==> src/rtl/bitstream_window_ctrl.sv <==
// Bitstream window controller: 64-bit left-aligned bit buffer refilled with 32-bit words,
// presenting a 32-bit window to the CAVLC decode FSM and applying its shift requests.
module bitstream_window_ctrl #(
    parameter int WORD_W = 32,
    parameter int BUF_W  = 64,
    parameter int POS_W  = 24
) (
    input  logic              Clk,
    input  logic              Reset,
    input  logic              Start,
    input  logic [WORD_W-1:0] WordData,
    input  logic              WordValid,
    output logic              WordReady,
    input  logic              ShiftEn,
    input  logic [4:0]        NumShift,
    output logic [WORD_W-1:0] Window,
    output logic              BarrelShifterReady,
    output logic [6:0]        BitCount,
    output logic [POS_W-1:0]  BitPos,
    output logic              ByteAligned,
    output logic              ShiftError
);

    logic [BUF_W-1:0] bitBuf;
    logic [6:0]       bitCount;
    logic [POS_W-1:0] bitPos;
    logic             shiftErr;

    logic             loadAcc;
    logic             shiftAcc;
    logic             shiftBad;
    logic [4:0]       shAmt;
    logic [6:0]       remCount;
    logic [6:0]       nextCount;
    logic [BUF_W-1:0] shiftedBuf;
    logic [BUF_W-1:0] loadBits;
    logic [BUF_W-1:0] nextBuf;

    assign Window             = bitBuf[BUF_W-1 -: WORD_W];
    assign BarrelShifterReady = (bitCount >= 7'd32);
    assign BitCount           = bitCount;
    assign BitPos             = bitPos;
    assign ByteAligned        = (bitPos[2:0] == 3'b000);
    assign ShiftError         = shiftErr;
    assign WordReady          = !Reset && !Start && (bitCount <= 7'd32);

    // Shift is applied first; the new word then lands right after the surviving bits.
    always_comb begin
        loadAcc    = WordValid && WordReady;
        shiftAcc   = ShiftEn && BarrelShifterReady;
        shiftBad   = ShiftEn && !BarrelShifterReady;
        shAmt      = shiftAcc ? NumShift : 5'd0;
        remCount   = bitCount - {2'b00, shAmt};
        shiftedBuf = bitBuf << shAmt;
        loadBits   = '0;
        if (loadAcc) begin
            loadBits = {WordData, {(BUF_W-WORD_W){1'b0}}} >> remCount;
        end
        nextBuf   = shiftedBuf | loadBits;
        nextCount = remCount + (loadAcc ? 7'd32 : 7'd0);
    end

    always_ff @(posedge Clk or posedge Reset) begin
        if (Reset) begin
            bitBuf   <= '0;
            bitCount <= '0;
            bitPos   <= '0;
            shiftErr <= 1'b0;
        end else if (Start) begin
            bitBuf   <= '0;
            bitCount <= '0;
            bitPos   <= '0;
            shiftErr <= 1'b0;
        end else begin
            bitBuf   <= nextBuf;
            bitCount <= nextCount;
            bitPos   <= bitPos + {{(POS_W-5){1'b0}}, shAmt};
            if (shiftBad) begin
                shiftErr <= 1'b1;
            end
        end
    end

endmodule

==> config.mk <==
export PLATFORM = sky130hd
export DESIGN_NAME = bitstream_window_ctrl
export DESIGN_NICKNAME = d
export VERILOG_FILES = /design/src/rtl/bitstream_window_ctrl.sv
export SDC_FILE = /design/constraint.sdc
export NUM_CORES = 1
export LEC_CHECK = 0
export CAP_MARGIN = 40
export CORE_MARGIN = 2
export CORE_UTILIZATION = 45
export DETAILED_ROUTE_END_ITERATION = 8
export DONT_BUFFER_PORTS = 1
export GPL_TIMING_DRIVEN = 1
export SETUP_SLACK_MARGIN = 0.1
export SYNTH_ARGS = -nofsm -noshare
export SYNTH_HDL_FRONTEND = slang
export SYNTH_SLANG_ARGS = --single-unit
==> constraint.sdc <==
create_clock -name Clk -period 9.1 [get_ports Clk]
set_clock_uncertainty 0.1 [all_clocks]
set_input_delay 0.91 -clock Clk [delete_from_list [all_inputs] [get_ports Clk]]
set_output_delay 0.91 -clock Clk [all_outputs]
set_load 0.05 [all_outputs]
==> results of run 1 <==
## flip-flops by register name, indices dropped and copies added, names as in the netlist
signal	count
BitCount	7
BitPos	24
ShiftError	1
bitBuf	64
## metal layers
layer,vias up,track usage,share of wire
met1,4439,0.422,0.43
met5,-,0,0
met2,585,0.435,0.43
met4,0,0.109,0.036
met3,82,0.0661,0.10
li1,4000,-,-
## cells by family (layout without fill, tap and decap cells)
kind of cell / count (synthesis) / count (layout) / synth area share
flops: 96 / 96 / 0.241
mux: 324 / 324 / 0.360
xor+xnor: 27 / 27 / 0.0256
buf+inv: 134 / 55 / 0.0703
fa+ha+maj: 12 / 12 / 0.0165
simple gates: 313 / 313 / 0.137
compound gates: 220 / 220 / 0.149
## final cells by class
class | instances | area, µm² | area share
well taps | 280 | 350 | 0.0341
flip-flops and latches | 96 | 2400 | 0.234
repair buffers | 25 | 220 | 0.0215
clock buffers | 10 | 229 | 0.0223
inverters | 14 | 57.6 | 0.00561
multi-input cells | 896 | 6940 | 0.676
clock inverters | 6 | 67.6 | 0.00658
## critical path, cell delays in order (launching register included)
cell and delay, ps:
dfrtp_1 840, nor2_1 160, inv_1 420, nand3_2 130
buf_4 340, ha_1 530, nor2_1 120, a21oi_1 400
o211a_1 230, o211ai_1 80, buf_4 260, nor2_1 760
a32oi_1 350, o21ai_0 200
## metrics by stage
stage	hold WS (ps)	area, µm²
2_1_floorplan	571	9990
3_3_place_gp	665	9910
3_5_place_dp	661	9970
4_1_cts	282	10300
5_1_grt	294	10300
6_report	275	10300
## synthesized netlist by cell type (5+ instances only)
cell and count:
mux2i_1 288, nand2_1 128, dfrtp_1 96, nor2_1 95
clkbuf_1 49, o21ai_0 49, a21oi_1 41, buf_4 36
a32oi_1 34, nand3_1 30, mux4_2 25, buf_2 24
xnor2_1 16, nor3_1 15, o22ai_1 13, ha_1 10
o211ai_1 10, xor2_1 10, mux2_2 9, o21ai_1 9
o221ai_1 9, buf_1 8, inv_1 8, a221oi_1 7
a22oi_1 6, a31oi_1 6, or3_1 6, and3_1 5
nor2b_1 5
## worst max path at each step
stage | endpoint | slack (ps) | depth (start not counted)
2_1_floorplan | bitBuf[20] | 4660 | 15
3_3_place_gp | bitBuf[16] | 4260 | 13
3_5_place_dp | bitBuf[16] | 4230 | 13
4_1_cts | bitBuf[16] | 4210 | 13
5_1_grt | bitBuf[16] | 3780 | 13
6_report | bitBuf[16] | 4070 | 13
==> results.py, run 1 <==
metrics = {
    "layout": {
        "fillers": 2127,
        "final_cell_mix": "288 x mux2i_1, 128 x nand2_1, 96 x dfrtp_1",
        "drive_above_1_share": 0.0888,
        "nets": 1096,
        "diodes": 0,
        "finalNonFillerCells": 1327,
        "final_common_cell": "mux2i_1",
        "final_util": 0.470,
        "syn_to_final_growth_pct": 2.78,
    },
    "sta": {
        "slew_violations": 0,
        "setup_viol": 0,
        "finalHoldViolCount": 0,
        "fin_crit_sh": 0.553,
        "min_period_ps": 5030,
        "slew_headroom": 0.382,
        "setup-tns-final_ps": 0,
        "worst_slack_ps": 4070,
        "max_freq_mhz": 199,
        "grt_setup_unrepaired": "false",
        "worst_pin_slew_ps": 923,
    },
    "placed_design": {
        "place_congestion": 0.979,
        "numPortBuffers": 0,
        "hpwl_um": 26400,
        "dp.cells": 1311,
        "pre_cts_slack_ps": 4230,
    },
    "cts": {
        "cts_setup_buffers": 0,
        "worstSkewPairLatency_ps": 360,
        "cts_buffers": 9,
        "cts_resized": 0,
        "cts-root-buf": "clkbuf_16",
        "clk_path_buf_depth": 2,
        "cts_tree": "done",
        "postCtsHoldBufs": 0,
        "htree_levels": 3,
        "clock-sinks": 96,
        "path_clk_slew_ps": 70,
    },
    "synthesis": {
        "syn-cell-area_um2": 9990,
        "ys_warn_count": 0,
        "synth_fp_nets": 1180,
        "synth_edf_count": 0,
        "async_flop_share": 1.00,
        "yosysTopAreaCell": "mux2i_1",
        "synthDominantCellAreaShare": 0.289,
        "postSynthCellCount": 1126,
        "synth_area_leaders": "mux2i_1 29%, dfrtp_1 24%, mux4_2 5.6%",
        "syn_avg_cell_area_um2": 8.87,
        "ys_ff_latch": 96,
        "synth_seq_area_share": 0.241,
        "ys.flop_type": "dfrtp_1",
        "synth_cell_types": 69,
    },
    "run": {
        "maxCapViolCount": 0,
    },
    "drt": {
        "via_per_inst": 6.86,
        "vias": 9106,
        "drt-initial-drc-count": 1063,
        "drt-pass1-iter-count": 5,
        "drt_wl_total_um": 35100,
        "drc": 0,
        "wl_per_cell_um": 26.5,
        "ant_nets": 0,
    },
    "global_route": {
        "overflow": 0,
        "grt_pass1_vias": 8762,
        "grt_pass1_wl_um": 53800,
        "grt_max_degree": 58,
        "grt_usage": 0.294,
        "antenna_found_initial": 0,
    },
    "worst_setup_path": {
        "crit_path_max_fanout": 51,
        "end_kind": "flip-flop",
        "cp-start-kind": "flip-flop",
        "r2r_setup_slack_ps": 4070,
        "worstPathRequired_ps": 9260,
        "crit_type": "reg2reg",
        "rr_startpoint": "BitCount[5]",
        "worstRegToRegCells": 13,
        "critical_path.startpoint": "BitCount[5]",
        "r2r_end": "bitBuf[16]",
        "arrival_ps": 5190,
    },
    "floorplan": {
        "start_util": 0.458,
        "core_region_area_um2": 21800,
        "io_pins": 109,
        "die_y_um": 153,
        "die_x_um": 153,
        "die-area_um2": 23400,
        "rows": 54,
    },
    "status": {
        "status": "finished, final reports clean",
    },
    "hold_path": {
        "holdCritPathClass": "in2async",
    },
}
Power of run 1 is left out: the tool's default activity adds up to more than one toggle a clock period on the data nets, which glitch-free logic cannot reach.
==> run 2: changes to the inputs <==
- clock period: 9.1 -> 5.1 ns (I/O delays scaled with it)
==> run 2 against run 1 <==
  * Register-to-register slack got worse by 3500 ps
  * Cell area increased by 1.2%
  * Core utilization increased by 0.57 points
  * Setup slack got worse by 3500 ps
==> results.py, run 2 (same netlist as run 1, synthesis figures left out) <==
metrics = {
    "status": {
        "status": "finished, final reports clean",
    },
    "layout": {
        "final_common_cell": "mux2i_1",
        "syn_to_final_growth_pct": 4.03,
        "drive_above_1_share": 0.102,
        "finalNonFillerCells": 1341,
        "diodes": 0,
        "top_register": "bitBuf",
        "nets": 1110,
        "design_area_um2": 10400,
        "fillers": 2083,
        "final_cell_mix": "288 x mux2i_1, 128 x nand2_1, 96 x dfrtp_1",
        "largest_reg_flops": 64,
    },
    "sta": {
        "grt_setup_unrepaired": "false",
        "finalHoldViolCount": 0,
        "min_period_ps": 4490,
        "max_freq_mhz": 223,
        "worst_slack_ps": 607,
        "setup-tns-final_ps": 0,
        "slew_violations": 0,
        "worst_pin_slew_ps": 857,
        "fin_crit_sh": 0.881,
        "setup_viol": 0,
        "slew_headroom": 0.426,
    },
    "worst_setup_path": {
        "crit_top_cell": "a21oi_1",
        "slowest_stage": "dfrtp_1",
        "arrival_ps": 4600,
        "r2r_setup_slack_ps": 610,
        "crit_type": "reg2reg",
        "worstPathCellList": "o211ai_1 > ha_1 > or3_1 > o22ai_1 > xor2_4 > buf_12 > nor2_1 > a21oi_1 > a21oi_1 > o21ai_0",
        "cp-start-kind": "flip-flop",
        "slowest_delay_ps": 890,
        "crit_path_max_fanout": 32,
        "end_kind": "flip-flop",
        "worstPathRequired_ps": 5210,
        "rr_startpoint": "BitCount[5]",
        "critical_path.startpoint": "BitCount[5]",
    },
    "drt": {
        "drt-pass1-iter-count": 5,
        "via_per_inst": 6.73,
        "drt-initial-drc-count": 1251,
        "drc": 0,
        "wl_met3_um": 3340,
        "wl_per_cell_um": 26.6,
        "dr.max_layer_used": "met5",
        "wl_met2_um": 15600,
        "vias": 9030,
        "drt_wl_total_um": 35600,
        "ant_nets": 0,
        "wl_met1_um": 15400,
    },
    "placed_design": {
        "numPortBuffers": 0,
        "hpwl_um": 27200,
        "place_congestion": 0.969,
        "pre_cts_slack_ps": 713,
        "place_area_um2": 10100,
        "dp.cells": 1325,
    },
    "cts": {
        "htree_levels": 3,
        "cts_resized": 0,
        "clk_path_buf_depth": 2,
        "cts_setup_buffers": 0,
        "worstSkewPairLatency_ps": 370,
        "cts-root-buf": "clkbuf_16",
        "cts_buffers": 9,
        "postCtsHoldBufs": 0,
        "cts_tree": "done",
        "clock-sinks": 96,
        "path_clk_slew_ps": 80,
    },
    "floorplan": {
        "rows": 54,
        "die-area_um2": 23400,
        "start_util": 0.458,
        "io_pins": 109,
        "die_x_um": 153,
        "die_y_um": 153,
        "core_region_area_um2": 21800,
    },
    "global_route": {
        "grt_max_degree": 58,
        "antenna_found_initial": 1,
        "grt_usage": 0.298,
        "grt_pass1_vias": 8678,
        "overflow": 0,
        "grt_pass1_wl_um": 54400,
    },
    "run": {
        "maxCapViolCount": 0,
    },
    "hold_path": {
        "holdCritPathClass": "in2async",
    },
}
[run 2: critical path: cells and delay by family, from the launching register on]
| family | cells | cell delay, ps |
|---|---|---|
| xor gates and xnor gates | 1 | 610 |
| buffers and inverters | 1 | 270 |
| adders and majority gates | 1 | 270 |
| AOI/OAI and AO/OA | 5 | 1750 |
| DFF | 1 | 890 |
| and+or+nand+nor | 2 | 420 |
[run 2: metal layers]
metal,up-vias,global-route usage
met3,99,0.0714
met5,-,0
li1,4030,-
met4,2,0.0966
met2,503,0.445
met1,4396,0.425
[run 2: cell type report]
| class | count | area, µm² | area share |
|---|---|---|---|
| Clock buffer | 10 | 239 | 0.0230 |
| Clock inverter | 6 | 81.3 | 0.00783 |
| Inverter | 14 | 57.6 | 0.00554 |
| Multi-Input combinational cell | 896 | 6940 | 0.668 |
| Sequential cell | 96 | 2400 | 0.231 |
| Tap cell | 280 | 350 | 0.0337 |
| Timing Repair Buffer | 39 | 322 | 0.0309 |
[run 2: path summary, 6_finish.rpt]
path                              end  depth (start not counted)
setup / recovery           bitBuf[36]                         10
hold reg to reg             bitBuf[0]                          4
max in group asynchronous   bitBuf[9]                          2
min in group Clk           ShiftError                          1
setup reg to reg           bitBuf[36]                         10
hold / removal              BitPos[9]                          1
[run 2: metrics by stage]
stage,hold WS (ps),util
2_1_floorplan,571,-
5_1_grt,81.9,0.476
6_report,17.0,0.476
3_3_place_gp,440,0.461
3_5_place_dp,437,0.461
4_1_cts,47.1,0.476
Power of run 2 is left out for the same reason.
==> run 3: changes to the inputs <==
- MAX_ROUTING_LAYER: unset -> met4
==> run 3 against run 2 <==
  * Core utilization is 0.13 points lower
  * Worst hold slack better by 23 ps
  * First-iteration DRC count is 20% lower
  * Setup slack better by 67 ps
  * Non-clock buffer count stayed put
  * Count of clock-buffer cells in the layout stayed put
  * Global-route usage is 1.3 points higher
  * Critical path type unchanged
==> results.py, run 3 (same netlist as run 1, synthesis figures left out) <==
metrics = {
    "status": {
        "status": "finished, final reports clean",
    },
    "cts": {
        "cts_buffers": 9,
        "worstSkewPairLatency_ps": 360,
        "path_clk_slew_ps": 80,
        "clk_path_buf_depth": 2,
        "htree_levels": 3,
        "postCtsHoldBufs": 0,
        "cts_resized": 0,
        "cts_setup_buffers": 0,
        "cts_tree": "done",
        "clock-sinks": 96,
        "cts-root-buf": "clkbuf_16",
    },
    "floorplan": {
        "die-area_um2": 23400,
        "io_pins": 109,
        "die_y_um": 153,
        "die_x_um": 153,
        "rows": 54,
        "start_util": 0.458,
        "core_region_area_um2": 21800,
    },
    "layout": {
        "largest_reg_flops": 64,
        "final_util": 0.475,
        "regArea_um2": 2400,
        "top_register": "bitBuf",
        "final_cell_mix": "288 x mux2i_1, 128 x nand2_1, 96 x dfrtp_1",
        "fillers": 2137,
        "final_common_cell": "mux2i_1",
        "finalNonFillerCells": 1342,
        "nets": 1110,
        "syn_to_final_growth_pct": 3.75,
        "drive_above_1_share": 0.101,
        "multi_input_area_um2": 6940,
    },
    "worst_setup_path": {
        "slowest_stage": "dfrtp_1",
        "worstPathRequired_ps": 5200,
        "arrival_ps": 4530,
        "crit_top_cell": "mux2i_1",
        "crit_buf_inv": 1,
        "slowest_delay_ps": 690,
        "crit_path_max_fanout": 30,
        "end_kind": "flip-flop",
        "cp_top_family": "compound AO/OA/AOI/OAI gates",
        "crit_type": "reg2reg",
        "cp-start-kind": "flip-flop",
        "worstPathCellList": "o211ai_4 > nor2_1 > fa_2 > xor2_4 > buf_12 > mux2i_1 > mux2i_1 > mux2i_1 > nand2_1 > a31oi_1 > o21ai_0",
    },
    "global_route": {
        "overflow": 0,
        "grt_usage": 0.311,
        "grt_pass1_wl_um": 54800,
        "grt_pass1_vias": 8703,
        "antenna_found_initial": 1,
        "grt_max_degree": 58,
    },
    "sta": {
        "min_period_ps": 4430,
        "slew_violations": 0,
        "setup_viol": 0,
        "worst_slack_ps": 673,
        "max_freq_mhz": 226,
        "finalHoldViolCount": 0,
        "grt_setup_unrepaired": "false",
        "setup-tns-final_ps": 0,
        "slew_headroom": 0.440,
        "worst_pin_slew_ps": 836,
        "fin_crit_sh": 0.868,
    },
    "drt": {
        "drt-initial-drc-count": 1002,
        "vias": 9056,
        "drt_wl_total_um": 36000,
        "ant_nets": 0,
        "wl_per_cell_um": 26.8,
        "drt-pass1-iter-count": 5,
        "via_per_inst": 6.75,
        "drc": 0,
    },
    "placed_design": {
        "place_congestion": 1.00,
        "hpwl_um": 27600,
        "pre_cts_slack_ps": 766,
        "numPortBuffers": 0,
        "dp.cells": 1325,
    },
    "run": {
        "maxCapViolCount": 0,
    },
    "hold_path": {
        "holdCritPathClass": "in2async",
    },
}
-- run 3: cell type report --
type | count | area share
Clock buffer | 10 | 0.0221
Antenna cell | 1 | 0.000241
Tap cell | 280 | 0.0338
Timing Repair Buffer | 39 | 0.0322
Inverter | 14 | 0.00555
Multi-Input combinational cell | 896 | 0.670
Clock inverter | 6 | 0.00459
Sequential cell | 96 | 0.232
-- run 3: layer usage --
metal / track usage / share of wire / vias up
li1: - / - / 4040
met1: 0.434 / 0.44 / 4438
met2: 0.449 / 0.44 / 493
met3: 0.0621 / 0.088 / 85
met4: 0.106 / 0.038 / 0
met5: - / 0 / -
-- run 3: stage by stage --
| step | area (µm²) | hold WS (ps) |
|---|---|---|
| finish | 10400 | 40.0 |
| global route | 10400 | 91.9 |
| CTS | 10400 | 67.8 |
| detailed placement | 10100 | 445 |
| global placement | 10100 | 445 |
| floorplan | 9990 | 571 |
-- run 3: path summary, 6_finish.rpt --
check / startpoint / endpoint / slack [ps] / cells past startpoint
max: BitCount[5] / bitBuf[43] / 670 / 11
min: Reset / BitPos[9] / 40 / 1
max reg2reg: BitCount[5] / bitBuf[43] / 670 / 11
min reg2reg: bitBuf[0] / bitBuf[0] / 670 / 4
max in group asynchronous: Reset / bitBuf[7] / 3720 / 2
min in group Clk: Start / BitPos[9] / 110 / 1
Power of run 3 is left out for the same reason.
==> edit 1, RTL diff (config.mk and constraints of run 3) <==
`POS_W`: 24 -> 48.
--- a/src/rtl/bitstream_window_ctrl.sv
+++ b/src/rtl/bitstream_window_ctrl.sv
@@ -5,3 +5,3 @@
     parameter int BUF_W  = 64,
-    parameter int POS_W  = 24
+    parameter int POS_W  = 48
 ) (
Ports: changed (resized BitPos); port bits go from 109 to 133. No check against the original RTL was run, so the function may have changed too.
==> edit 1 against run 3 <==
  * Maximum frequency rose by 1.6%
  * Wire length increased by 15%
  * Cell area grew 17%
  * Sequential cell count rose by 24
  * Global-route usage increased by 0.47 points
  * Highest routed layer unchanged
  * Critical path type unchanged
  * Count of clock-buffer cells in the layout increased by 7
  * Critical path depth fell by 2
  * Setup slack better by 0.068 ns
  * Area after synthesis rose by 15%
==> edit 1: results (changes against run 3) <==
INFO  outcome        outcome=finished, final reports clean
INFO  timing         measured_slew_at_the_worst_slew_check_pin=0.896ns [+0.0595 ns]
INFO  worst_hold_path worstHoldPathType=in2reg
INFO  clock_tree     h-tree-depth=4 [+1]
INFO  global_route   grt_first_pass_wirelength=62.2mm [+13%]
INFO  placement      gp_congestion=0.997 [-0.41%]
INFO  placement      placedCellCount=1532 [+16%]
INFO  placement      placement.setup.worst_slack=0.871ns [+0.105 ns]
INFO  layout         synthToLayoutAreaGrowth=5.83%
INFO  drt            vias=10584 [+17%]
INFO  drt            wl=41.5mm [+15%]
INFO  synthesis      netlist_top_cells_area=sky130_fd_sc_hd__dfrtp_1 (26%), sky130_fd_sc_hd__mux2i_1 (16%), sky130_fd_sc_hd__mux4_2 (9.4%), sky130_fd_sc_hd__nand2_1 (4.6%), sky130_fd_sc_hd__nor2_1 (3.6%)
INFO  layout         clock_tree_area_fraction=4.76% [+2.1 points]
INFO  setup_path     critical-path-max-stage-delay=0.74ns [+0.05 ns]
INFO  setup_path     rr_startpoint=BitCount[1]$_DFF_PP0_
INFO  layout         share_of_post_route_cells_with_drive_strength_above_1=14.1% [+4.0 points]
INFO  drt            drc_violation_total_after_the_first_tritonroute_iteration=1446 [+44%]
INFO  global_route   grt_pass1_vias=9898 [+14%]
INFO  clock_tree     clk-insertion-delay-late=0.44ns [+0.08 ns]
INFO  setup_path     setup.worst_path.start=BitCount[1]$_DFF_PP0_
INFO  layout         multi_input_comb_cells=1022 [+14%]
INFO  global_route   maximum_number_of_pins_on_one_net_before_global_route_repair=88 [+52%]
INFO  clock_tree     cts_inserted_buffers=17 [+8]
INFO  drt            drt_first_pass_iters=9 [+4]
INFO  layout         instances_no_fill=1566 [+17%]
## edit 1: cell families (layout without fill, tap and decap cells)
family                     Yosys count  count (layout)  synth area share, %
AOI/OAI and AO/OA                  268             268                 15.6
xor gates and xnor gates            50              50                 4.11
adders and majority gates           12              12                 1.33
buffers and inverters              147              93                 6.80
DFF                                120             120                 26.2
muxes                              266             266                 28.9
other                                0               1                    0
and+or+nand+nor                    426             426                 17.1
## edit 1: final timing paths
path	endpoint	slack [ns]	depth (start not counted)
min reg2reg	ShiftError$_DFFE_PP0P_	0.58	3
min	BitPos[27]$_DFF_PP0_	0.04	1
max in group asynchronous	bitBuf[32]$_DFF_PP0_	3.17	4
max	bitBuf[34]$_DFF_PP0_	0.74	9
max reg2reg	bitBuf[34]$_DFF_PP0_	0.74	9
min in group asynchronous	BitPos[18]$_DFF_PP0_	0.46	2
## edit 1: power breakdown
group	total [µW]	internal [µW]	switching (µW)
sequential	1770	1140	634
clock	1240	691	549
combinational	6380	2190	4190
total	9400	4020	5380
==> edit 2, RTL diff (settings of run 3) <==
Made on the original files. Make the reset (`Reset`) synchronous in one clocked block.
--- a/src/rtl/bitstream_window_ctrl.sv
+++ b/src/rtl/bitstream_window_ctrl.sv
@@ -62,3 +62,3 @@
 
-    always_ff @(posedge Clk or posedge Reset) begin
+    always_ff @(posedge Clk) begin
         if (Reset) begin
Check against the original RTL: differs if Reset is asserted again (counterexample within 4 cycles, from zero or initial values and one cycle with Reset high); with Reset held inactive, the same outputs for 4 cycles.
==> edit 2 against run 3 <==
  * Setup slack worse by 0.15 ns
  * Critical endpoint is now bitBuf[38]$_SDFF_PP0_
  * Sequential cell count unchanged
  * Non-clock buffer count up 2
  * Wire length up 0.26%
  * Synthesized cell count down 3.3%
  * Cell area down 2.6%
  * Hold slack better by 0.14 ns
  * Die area down 2.8%
  * Cell count down 2.5%
  * Area after synthesis down 2.9%
  * Critical path type unchanged
==> edit 2: results (changes against run 3) <==
INFO  synthesis      asyncSetResetFlopFracSynth=0% [-100 points]
INFO  global_route   grt_antenna_before_repair=0 [-1]
INFO  clock_tree     clk-insertion-delay-late=0.37ns
INFO  outcome        outcome=finished, final reports clean
INFO  global_route   grt_first_pass_wirelength=54.0mm [-1.6%]
INFO  synthesis      synth.cells.most_frequent=sky130_fd_sc_hd__mux2i_1 (187), sky130_fd_sc_hd__nand2_1 (109), sky130_fd_sc_hd__dfxtp_1 (96), sky130_fd_sc_hd__nor2_1 (85), sky130_fd_sc_hd__a21oi_1 (64)
INFO  setup_path     critical-path-max-stage-delay=0.84ns [+0.15 ns]
INFO  synthesis      gate_count_post_synth=1089 [-3.3%]
INFO  drt            drt_first_pass_iters=7 [+2]
INFO  layout         top_register=bitBuf
INFO  global_route   grt_util_all_layers=32.9% [+1.9 points]
INFO  placement      placed_area=9780µm² [-3.0%]
INFO  global_route   grt_pass1_vias=8652 [-0.59%]
INFO  setup_path     critical_path_peak_fanout=16 [-47%]
INFO  synthesis      synth.yosys.seq_area_share=19.8% [-4.2 points]
INFO  worst_hold_path worstHoldPathType=in2reg
INFO  setup_path     arrival=4.67ns [+0.14 ns]
INFO  setup_path     crit_slowest_cell=sky130_fd_sc_hd__dfxtp_1
INFO  layout         final_nets=1084 [-2.3%]
INFO  worst_hold_path hold_start=ShiftEn
INFO  synthesis      netlist_top_cells_area=sky130_fd_sc_hd__dfxtp_1 (20%), sky130_fd_sc_hd__mux2i_1 (19%), sky130_fd_sc_hd__mux4_2 (13%), sky130_fd_sc_hd__nand2_1 (4.2%), sky130_fd_sc_hd__a21oi_1 (3.3%)
INFO  layout         number_of_flip_flops_in_the_largest_register=64 [unchanged]
INFO  drt            detail_route.vias_per_cell=6.76 [+0.12%]
INFO  setup_path     rr_startpoint=BitCount[5]$_SDFF_PP0_
INFO  synthesis      synthXorXnorAreaFrac=2.18% [-0.37 points]
INFO  placement      port-buffer-count=0 [unchanged]
INFO  placement      gp_congestion=1.03 [+2.7%]
INFO  power          switchingPower=3350µW
INFO  drt            drc_violation_total_after_the_first_tritonroute_iteration=910 [-9.2%]
INFO  synthesis      ys_types=76 [+10%]
INFO  timing         slew-limit-headroom=37.1% [-6.9 points]
INFO  layout         antenna_cells=0 [-1]
INFO  synthesis      post_synth_fa_ha_maj_area_fraction=1.96% [+0.31 points]
INFO  synthesis      synth_compound_gate_area_share=18.2% [+3.3 points]
INFO  synthesis      synthMuxAreaShare=36.3% [+0.30 points]
INFO  placement      placedCellCount=1292 [-2.5%]
INFO  global_route   maximum_number_of_pins_on_one_net_before_global_route_repair=59 [+1.7%]
INFO  drt            wl=36.1mm [+0.26%]
[edit 2: cell types whose count changed after synthesis, sizes merged, moves of 19 or more]
cell and change:
a21oi +22, a22oi +20, a32oi -23, dfrtp -96, mux4 +38, nand2 -19, mux2i -101, dfxtp +96
[edit 2: per-stage QoR]
step	total power, µW	setup WS [ns]
global placement	5050	0.642
finish	5900	0.524
detailed placement	5020	0.701
CTS	5750	0.667
global route	6120	0.325
floorplan	3710	0.626
[edit 2: worst paths after layout]
kind	slack, ns	cells after the start	endpoint
worst max-delay path	0.52	10	bitBuf[38]$_SDFF_PP0_
worst min-delay path	0.18	2	ShiftError$_SDFFE_PP0P_
worst max register to register	0.52	10	bitBuf[38]$_SDFF_PP0_
worst min register to register	0.65	2	BitPos[23]$_SDFF_PP0_
[edit 2: final cells by class]
type	count	area, µm²
clock buffer	9	225
clock inverter	7	86.3
fill	2057	11000
inverter	14	55.1
multi-input combinational	866	7140
sequential	96	1920
tap	275	344
timing repair buffer	41	320
[edit 2: worst register-to-register path: stages (launching register included)]
cell and delay [ns]:
sky130_fd_sc_hd__dfxtp_1 0.84, sky130_fd_sc_hd__o211ai_1 0.35, sky130_fd_sc_hd__ha_1 0.29, sky130_fd_sc_hd__or2_2 0.28
sky130_fd_sc_hd__o32ai_2 0.20, sky130_fd_sc_hd__buf_4 0.21, sky130_fd_sc_hd__xor2_2 0.60, sky130_fd_sc_hd__buf_4 0.36
sky130_fd_sc_hd__nor2_1 0.14, sky130_fd_sc_hd__a221oi_1 0.81, sky130_fd_sc_hd__o21ai_0 0.24
[edit 2: routing by layer]
layer	vias to the layer above	wire length, µm	track usage, %
li1	4018	-	-
met1	4262	15200	43.7
met2	473	16200	49.7
met3	84	3400	6.96
met4	0	1310	12.0
met5	-	0	-
